**src/rtl/time_set_ctrl_pkg.sv**
```systemverilog
// Shared types, field addresses and wrap helpers for the time-setting controller.
// The counter blocks decode the same ADDR_* constants.
package time_set_ctrl_pkg;

  typedef enum logic [1:0] {
    IDLE  = 2'd0,
    SET_H = 2'd1,
    SET_M = 2'd2,
    SET_S = 2'd3
  } state_e;

  localparam logic [1:0] ADDR_SEC  = 2'b00;
  localparam logic [1:0] ADDR_MIN  = 2'b01;
  localparam logic [1:0] ADDR_HOUR = 2'b10;

  localparam logic [5:0] MAX_SEC  = 6'd59;
  localparam logic [5:0] MAX_MIN  = 6'd59;
  localparam logic [5:0] MAX_HOUR = 6'd23;

  // Out-of-range inputs snap back into range rather than propagating.
  function automatic logic [5:0] wrap_inc(input logic [5:0] v, input logic [5:0] max);
    return (v >= max) ? 6'd0 : v + 6'd1;
  endfunction

  function automatic logic [5:0] wrap_dec(input logic [5:0] v, input logic [5:0] max);
    return ((v == 6'd0) || (v > max)) ? max : v - 6'd1;
  endfunction

  function automatic logic [5:0] field_max(input state_e s);
    case (s)
      SET_H:   return MAX_HOUR;
      SET_M:   return MAX_MIN;
      default: return MAX_SEC;
    endcase
  endfunction

endpackage

```
**src/rtl/time_set_ctrl_if.sv**
```systemverilog
// Button inputs, counter read-back and the load/addrs/data_in write port.
// master = time-setting controller, slave = board buttons plus counter blocks.
interface time_set_ctrl_if;
  logic       tc_time_base;
  logic       btn_set;
  logic       btn_up;
  logic       btn_down;
  logic [5:0] q_seconds;
  logic [5:0] q_minutes;
  logic [4:0] q_hours;
  logic       load;
  logic [1:0] addrs;
  logic [5:0] data_in;
  logic [2:0] edit_field;

  modport master (
    input  tc_time_base, btn_set, btn_up, btn_down, q_seconds, q_minutes, q_hours,
    output load, addrs, data_in, edit_field
  );

  modport slave (
    output tc_time_base, btn_set, btn_up, btn_down, q_seconds, q_minutes, q_hours,
    input  load, addrs, data_in, edit_field
  );
endinterface

```
**src/rtl/time_set_ctrl_btn_debounce.sv**
```systemverilog
// Raw button -> 2-flop sync -> stability counter -> one-cycle pulse per accepted press.
// Pulse appears a few cycles plus DEBOUNCE_CYCLES after the raw edge; holding never repeats.
module btn_debounce #(
  parameter logic [19:0] DEBOUNCE_CYCLES = 20'd1000000
) (
  input  logic clk,
  input  logic rst_n,
  input  logic btn_raw,
  output logic pulse
);

  logic        sync1_q, sync1_d;
  logic        sync2_q, sync2_d;
  logic        level_q, level_d;
  logic        pulse_q, pulse_d;
  logic [19:0] cnt_q, cnt_d;

  always_comb begin
    sync1_d = btn_raw;
    sync2_d = sync1_q;
    level_d = level_q;
    cnt_d   = cnt_q;
    pulse_d = 1'b0;
    // cnt_q counts earlier samples that disagreed with the accepted level.
    if (sync2_q == level_q) begin
      cnt_d = '0;
    end else if (cnt_q >= DEBOUNCE_CYCLES - 20'd1) begin
      level_d = sync2_q;
      cnt_d   = '0;
      pulse_d = sync2_q;
    end else begin
      cnt_d = cnt_q + 20'd1;
    end
  end

  always_ff @(posedge clk or negedge rst_n) begin
    if (!rst_n) begin
      sync1_q <= 1'b0;
      sync2_q <= 1'b0;
      level_q <= 1'b0;
      pulse_q <= 1'b0;
      cnt_q   <= '0;
    end else begin
      sync1_q <= sync1_d;
      sync2_q <= sync2_d;
      level_q <= level_d;
      pulse_q <= pulse_d;
      cnt_q   <= cnt_d;
    end
  end

  assign pulse = pulse_q;

endmodule

```
**src/rtl/time_set_ctrl.sv**
```systemverilog
// Button-driven hours/minutes/seconds editor issuing single-cycle load writes.
// Write lands one cycle after the debounced pulse; timeout returns to IDLE without writing.
module time_set_ctrl
  import time_set_ctrl_pkg::*;
#(
  parameter logic [19:0] DEBOUNCE_CYCLES = 20'd1000000,
  parameter logic [5:0]  TIMEOUT_TICKS   = 6'd30
) (
  input logic           clk,
  input logic           reset,
  time_set_ctrl_if.master bus
);

  logic set_p, up_p, down_p, any_p;

  btn_debounce #(.DEBOUNCE_CYCLES(DEBOUNCE_CYCLES)) u_db_set (
    .clk(clk), .rst_n(reset), .btn_raw(bus.btn_set), .pulse(set_p)
  );
  btn_debounce #(.DEBOUNCE_CYCLES(DEBOUNCE_CYCLES)) u_db_up (
    .clk(clk), .rst_n(reset), .btn_raw(bus.btn_up), .pulse(up_p)
  );
  btn_debounce #(.DEBOUNCE_CYCLES(DEBOUNCE_CYCLES)) u_db_down (
    .clk(clk), .rst_n(reset), .btn_raw(bus.btn_down), .pulse(down_p)
  );

  state_e     state_q, state_d;
  logic [5:0] edit_q, edit_d;
  logic [1:0] addrs_q, addrs_d;
  logic       load_q, load_d;
  logic [2:0] field_q, field_d;
  logic [5:0] tmo_q, tmo_d;

  assign any_p = set_p | up_p | down_p;

  always_comb begin
    state_d = state_q;
    edit_d  = edit_q;
    addrs_d = addrs_q;
    load_d  = 1'b0;
    tmo_d   = tmo_q;

    if (state_q == IDLE || any_p) begin
      tmo_d = '0;
    end else if (bus.tc_time_base && tmo_q < TIMEOUT_TICKS) begin
      tmo_d = tmo_q + 6'd1;
    end

    case (state_q)
      IDLE: if (set_p) begin
        state_d = SET_H;
        edit_d  = {1'b0, bus.q_hours};
        addrs_d = ADDR_HOUR;
      end
      SET_H: if (set_p) begin
        state_d = SET_M;
        edit_d  = bus.q_minutes;
        addrs_d = ADDR_MIN;
      end
      SET_M: if (set_p) begin
        state_d = SET_S;
        edit_d  = bus.q_seconds;
        addrs_d = ADDR_SEC;
      end
      SET_S: if (set_p) begin
        state_d = IDLE;
      end
      default: state_d = IDLE;
    endcase

    // set_p beats an edit; up+down together cancel out.
    if (state_q != IDLE && !set_p) begin
      if (up_p ^ down_p) begin
        edit_d = up_p ? wrap_inc(edit_q, field_max(state_q))
                      : wrap_dec(edit_q, field_max(state_q));
        load_d = 1'b1;
      end else if (!any_p && tmo_q >= TIMEOUT_TICKS) begin
        state_d = IDLE;
      end
    end

    case (state_d)
      SET_H:   field_d = 3'b100;
      SET_M:   field_d = 3'b010;
      SET_S:   field_d = 3'b001;
      default: field_d = 3'b000;
    endcase
  end

  always_ff @(posedge clk or negedge reset) begin
    if (!reset) begin
      state_q <= IDLE;
      edit_q  <= '0;
      addrs_q <= ADDR_SEC;
      load_q  <= 1'b0;
      field_q <= 3'b000;
      tmo_q   <= '0;
    end else begin
      state_q <= state_d;
      edit_q  <= edit_d;
      addrs_q <= addrs_d;
      load_q  <= load_d;
      field_q <= field_d;
      tmo_q   <= tmo_d;
    end
  end

  assign bus.load       = load_q;
  assign bus.addrs      = addrs_q;
  assign bus.data_in    = edit_q;
  assign bus.edit_field = field_q;

endmodule

```
**src/flat_wrapper.sv**
```systemverilog
// flat-port wrapper written by rule: the top's interface ports become plain ports
module time_set_ctrl_flat import time_set_ctrl_pkg::*;
#(
  parameter logic [19:0] DEBOUNCE_CYCLES = 20'd1000000,
  parameter logic [5:0]  TIMEOUT_TICKS   = 6'd30
)
  (clk, reset, bus_tc_time_base, bus_btn_set, bus_btn_up, bus_btn_down, bus_q_seconds, bus_q_minutes, bus_q_hours, bus_load, bus_addrs, bus_data_in, bus_edit_field);
  time_set_ctrl_if bus_i ();
  input logic clk;
  input logic reset;
  input wire logic [$bits(bus_i.tc_time_base)-1:0] bus_tc_time_base;
  input wire logic [$bits(bus_i.btn_set)-1:0] bus_btn_set;
  input wire logic [$bits(bus_i.btn_up)-1:0] bus_btn_up;
  input wire logic [$bits(bus_i.btn_down)-1:0] bus_btn_down;
  input wire logic [$bits(bus_i.q_seconds)-1:0] bus_q_seconds;
  input wire logic [$bits(bus_i.q_minutes)-1:0] bus_q_minutes;
  input wire logic [$bits(bus_i.q_hours)-1:0] bus_q_hours;
  output wire logic [$bits(bus_i.load)-1:0] bus_load;
  output wire logic [$bits(bus_i.addrs)-1:0] bus_addrs;
  output wire logic [$bits(bus_i.data_in)-1:0] bus_data_in;
  output wire logic [$bits(bus_i.edit_field)-1:0] bus_edit_field;
  assign bus_i.tc_time_base = bus_tc_time_base;
  assign bus_i.btn_set = bus_btn_set;
  assign bus_i.btn_up = bus_btn_up;
  assign bus_i.btn_down = bus_btn_down;
  assign bus_i.q_seconds = bus_q_seconds;
  assign bus_i.q_minutes = bus_q_minutes;
  assign bus_i.q_hours = bus_q_hours;
  assign bus_load = bus_i.load;
  assign bus_addrs = bus_i.addrs;
  assign bus_data_in = bus_i.data_in;
  assign bus_edit_field = bus_i.edit_field;
  time_set_ctrl #(.DEBOUNCE_CYCLES(DEBOUNCE_CYCLES), .TIMEOUT_TICKS(TIMEOUT_TICKS)) u_core (.clk(clk), .reset(reset), .bus(bus_i));
endmodule
```
**config.mk**
```make
export PLATFORM = sky130hd
export DESIGN_NAME = time_set_ctrl_flat
export DESIGN_NICKNAME = d
export VERILOG_FILES = /design/src/rtl/time_set_ctrl_pkg.sv /design/src/rtl/time_set_ctrl_if.sv /design/src/rtl/time_set_ctrl_btn_debounce.sv /design/src/rtl/time_set_ctrl.sv /design/src/flat_wrapper.sv
export SDC_FILE = /design/constraint.sdc
export NUM_CORES = 1
export LEC_CHECK = 0
export BUFFER_PORTS_ARGS = -buffer_cell sky130_fd_sc_hd__buf_2
export CORE_ASPECT_RATIO = 0.75
export CORE_MARGIN = 1
export CORE_UTILIZATION = 30
export DETAILED_ROUTE_END_ITERATION = 10
export HOLD_SLACK_MARGIN = 0.05
export PLACE_DENSITY = 0.54
export SLEW_MARGIN = 20
export SYNTH_ARGS = -nofsm -noshare
export SYNTH_HDL_FRONTEND = slang
export SYNTH_SLANG_ARGS = --single-unit
```
**constraint.sdc**
```tcl
create_clock -name clk -period 3.1 [get_ports clk]
set_input_delay 0.465 -clock clk [delete_from_list [all_inputs] [get_ports clk]]
set_output_delay 0.465 -clock clk [all_outputs]
set_load 0.01 [all_outputs]
```
==> flow_metrics.tcl <==
set metrics [dict create \
    synth_area_leader_cell "sky130_fd_sc_hd__dfrtp_1" \
    netlist.area_leader.share_pct 46.09 \
    ys_ff_latch 92 \
    reg2reg_from "u_core.state_q[1]" \
    globalRouteTotalUtil_pct 13.54 \
    start_util_pct 30.90 \
    syn_avg_cell_area_um2 9.717 \
    most_numerous_cell_in_the_yosys_netlist "sky130_fd_sc_hd__dfrtp_1" \
    multiInputGateArea_mm2 0.002536 \
    start_kind "flop" \
    crit_type "reg -> reg" \
    ctsHtreeMaxLevel 3 \
    ios 35 \
    die_h_um 113.7 \
    synth_area_leaders "sky130_fd_sc_hd__dfrtp_1, sky130_fd_sc_hd__xor2_1, sky130_fd_sc_hd__nor2_1" \
    postSynth.asyncResetShare_pct 100.0 \
    wire_per_inst_um 13.97 \
    finalClockSkew_ns 0.006335 \
    crit_start "u_core.state_q[1]" \
    post_layout_nonfiller_instances 763 \
    timing.critical_path.cells "inv_1, ha_1, inv_1, ha_1, nor4bb_1, o31ai_2, a21oi_1, o31a_1, o32ai_1" \
    post_cts_resize_count 0 \
    leakagePower_nw 2.415 \
    fp.dieW_um 151.0 \
    critical_path.max_stage_delay_ns 0.44 \
    total_clock_buffers_created_by_cts 9 \
    dominantRegCellSynth "sky130_fd_sc_hd__dfrtp_1" \
    insertedDiodeCount 0 \
    worst_vdd_rail_ir_drop_mv 0.2340 \
    grt_overflow 0 \
    reg2reg_slack_ns 0.44 \
    synth-warning-count 0 \
    num-fill-cells 1635 \
    numClockSinks 92 \
    timing_hold_violations_final 0 \
    core_area_mm2 0.01617 \
    cpLargestDelayFamily "compound AO/OA/AOI/OAI gates" \
    final_cycle_share_pct 85.95 \
    synth_cell_type_count 61 \
    post_synth_instance_area_mm2 0.004995 \
    drv_cap 0 \
    drt.antenna.violating_nets 0 \
    slew-limit-headroom_pct 39.33 \
    post_synthesis_cell_count 514 \
    fin_hold_ws_ns 0.1174 \
    dieArea_mm2 0.01717 \
    critical_path.max_fanout 7 \
    final_max_slew_viol_count 0 \
    cellPowerDensity_mw_per_mm2 424.8 \
    post_cts_hold_buffer_count 0 \
    first_global_vias 3747 \
    cts_root_buffer "sky130_fd_sc_hd__clkbuf_16" \
    port_buffer_cells 34 \
    seq_area_mm2 0.002302 \
    route.vias.total 3727 \
    synth-edff-count 0 \
    gp_congestion 0.8658 \
    totalPowerFinal_mw 2.414 \
    final.setup.tns_ns 0 \
    post-dp-hpwl_mm 7.729 \
    run_status "finished clean" \
    viasPerCell 4.885 \
    pin_count_of_the_biggest_net_entering_global_routing 45 \
    clkTransAtPathRegs_ns 0.07 \
    area_delta_synth_final_pct 13.78 \
    timing.critical_path.arrival_ns 2.91 \
    rr_worst_depth 9 \
    drc_errors 0 \
    worst_hold_path_type "in -> async" \
    drt_pre_antenna_iters 4 \
    timing.critical_path.to "u_core.bus.data_in[5]" \
    timing.final.setup_violations 0 \
    grt_antenna_before_repair 0 \
    final_layout_size_suffix_gt1_share_pct 13.38 \
    period_minus_slack_ns 2.664 \
    worst_path_max_delay_cell "sky130_fd_sc_hd__dfrtp_1" \
    synth_commonest_cells "sky130_fd_sc_hd__dfrtp_1, sky130_fd_sc_hd__nor2_1, sky130_fd_sc_hd__nand2_1, sky130_fd_sc_hd__xor2_1, sky130_fd_sc_hd__xnor2_1" \
    clk-insertion-delay-late_ns 0.35 \
    crit_cells 9 \
    fmax_mhz 375.3 \
    placed_cells_incl_taps 748 \
    first_pass_grt_wire_length_mm 18.24 \
    final_nets 588 \
    rr_endpoint "u_core.bus.data_in[5]" \
    core.rowCount 40 \
    rsz_0062_raised_after_global_routing "no" \
    postCtsSetupRepairBufs 0 \
    timing_worst_slew_pin_value_ns 0.9018 \
    worst-endpoint-required_ns 3.35 \
    critical_path_buffers_and_inverters 2 \
    tritoncts "built" \
    synth_fp_nets 553 \
    clock_path_buffers 2 \
    detailedRoute.firstIterationViolations 196 \
    timing.critical_path.to_type "flop" \
    drt_wl_total_mm 10.66 \
    seq_area_frac_synth_pct 46.09 \
]
[how the worst min path moves through the flow]
stage / endpoint / cells past startpoint
CTS: u_core.tmo_q[1] / 1
floorplan: u_core.bus.addrs[0] / 0
detailed placement: u_core.u_db_down.sync2_q / 0
global route: u_core.u_db_set.cnt_q[11] / 1
finish: u_core.u_db_set.cnt_q[14] / 1
global placement: u_core.u_db_down.sync2_q / 0
[through the flow]
step	setup WS (ns)	instance area (µm²)	utilization, %
2_1_floorplan	0.8105	4995	-
3_3_place_gp	0.5673	5390	33.34
3_5_place_dp	0.4708	5390	33.34
4_1_cts	0.4573	5683	35.15
5_1_grt	0.2323	5683	35.15
6_report	0.4356	5683	35.15
[flip-flops by register name, indices dropped and copies added (netlist names), 2 cells and up]
name	flops
u_core.u_db_up.cnt_q	20
u_core.bus.addrs	2
u_core.u_db_down.cnt_q	20
u_core.tmo_q	6
u_core.u_db_set.cnt_q	20
u_core.bus.data_in	6
u_core.bus.edit_field	3
u_core.state_q	2
[area by class of cell]
type | count | share of cell area (%)
repair buffers | 39 | 3.699
inverters | 21 | 1.387
clock buffers | 11 | 4.271
multi-input cells | 386 | 44.63
clock inverters | 4 | 0.8807
well taps | 210 | 4.624
flip-flops and latches | 92 | 40.51
[power by group]
part / leakage, nW / total (mW) / internal [mW] / switching [mW]
clock network: 0.138 / 1.10 / 0.641 / 0.460
logic: 1.04 / 0.0873 / 0.0299 / 0.0574
registers: 1.24 / 1.23 / 1.21 / 0.0123
[worst reg2reg max path, cell delays in order, from the launching register on]
cell and delay, ns:
sky130_fd_sc_hd__dfrtp_1 0.44, sky130_fd_sc_hd__inv_1 0.14, sky130_fd_sc_hd__ha_1 0.25, sky130_fd_sc_hd__inv_1 0.13, sky130_fd_sc_hd__ha_1 0.23, sky130_fd_sc_hd__nor4bb_1 0.16, sky130_fd_sc_hd__o31ai_2 0.44, sky130_fd_sc_hd__a21oi_1 0.21
sky130_fd_sc_hd__o31a_1 0.32, sky130_fd_sc_hd__o32ai_1 0.26
[layout by cell type (no fill, tap or decap), drive strengths merged, types with 5 or more instances in the layout]
cell type  instances
o31ai              5
and2               5
ha                16
a31oi              5
buf               39
and3              13
xor2              33
a211oi             6
o21ai             14
xnor2             30
nand3             25
nor2              82
nor4               6
nand4             12
and4               5
a21oi             22
dfrtp             92
nor3              11
nand2             36
clkbuf            11
inv               21
[routing by layer]
layer  wire (µm)  GRT usage [%]  up-vias  share of wire (%)
met1        5450          18.94     1800                 51
met3         381          2.840        9                3.6
li1            -              -     1867                  -
met2        4669          20.49       51                 44
met5           0              0        -                  0
met4         155          5.067        0                1.5
[logic make-up after synthesis]
| group | Yosys count | synth area share [%] |
|---|---|---|
| adders and majority gates | 16 | 4.008 |
| buffers and inverters | 36 | 3.131 |
| muxes | 4 | 0.8767 |
| AOI/OAI and AO/OA | 81 | 11.35 |
| and+or+nand+nor | 222 | 23.50 |
| xor gates and xnor gates | 63 | 11.05 |
| DFF | 92 | 46.09 |
(Power assumes the default switching activity.)
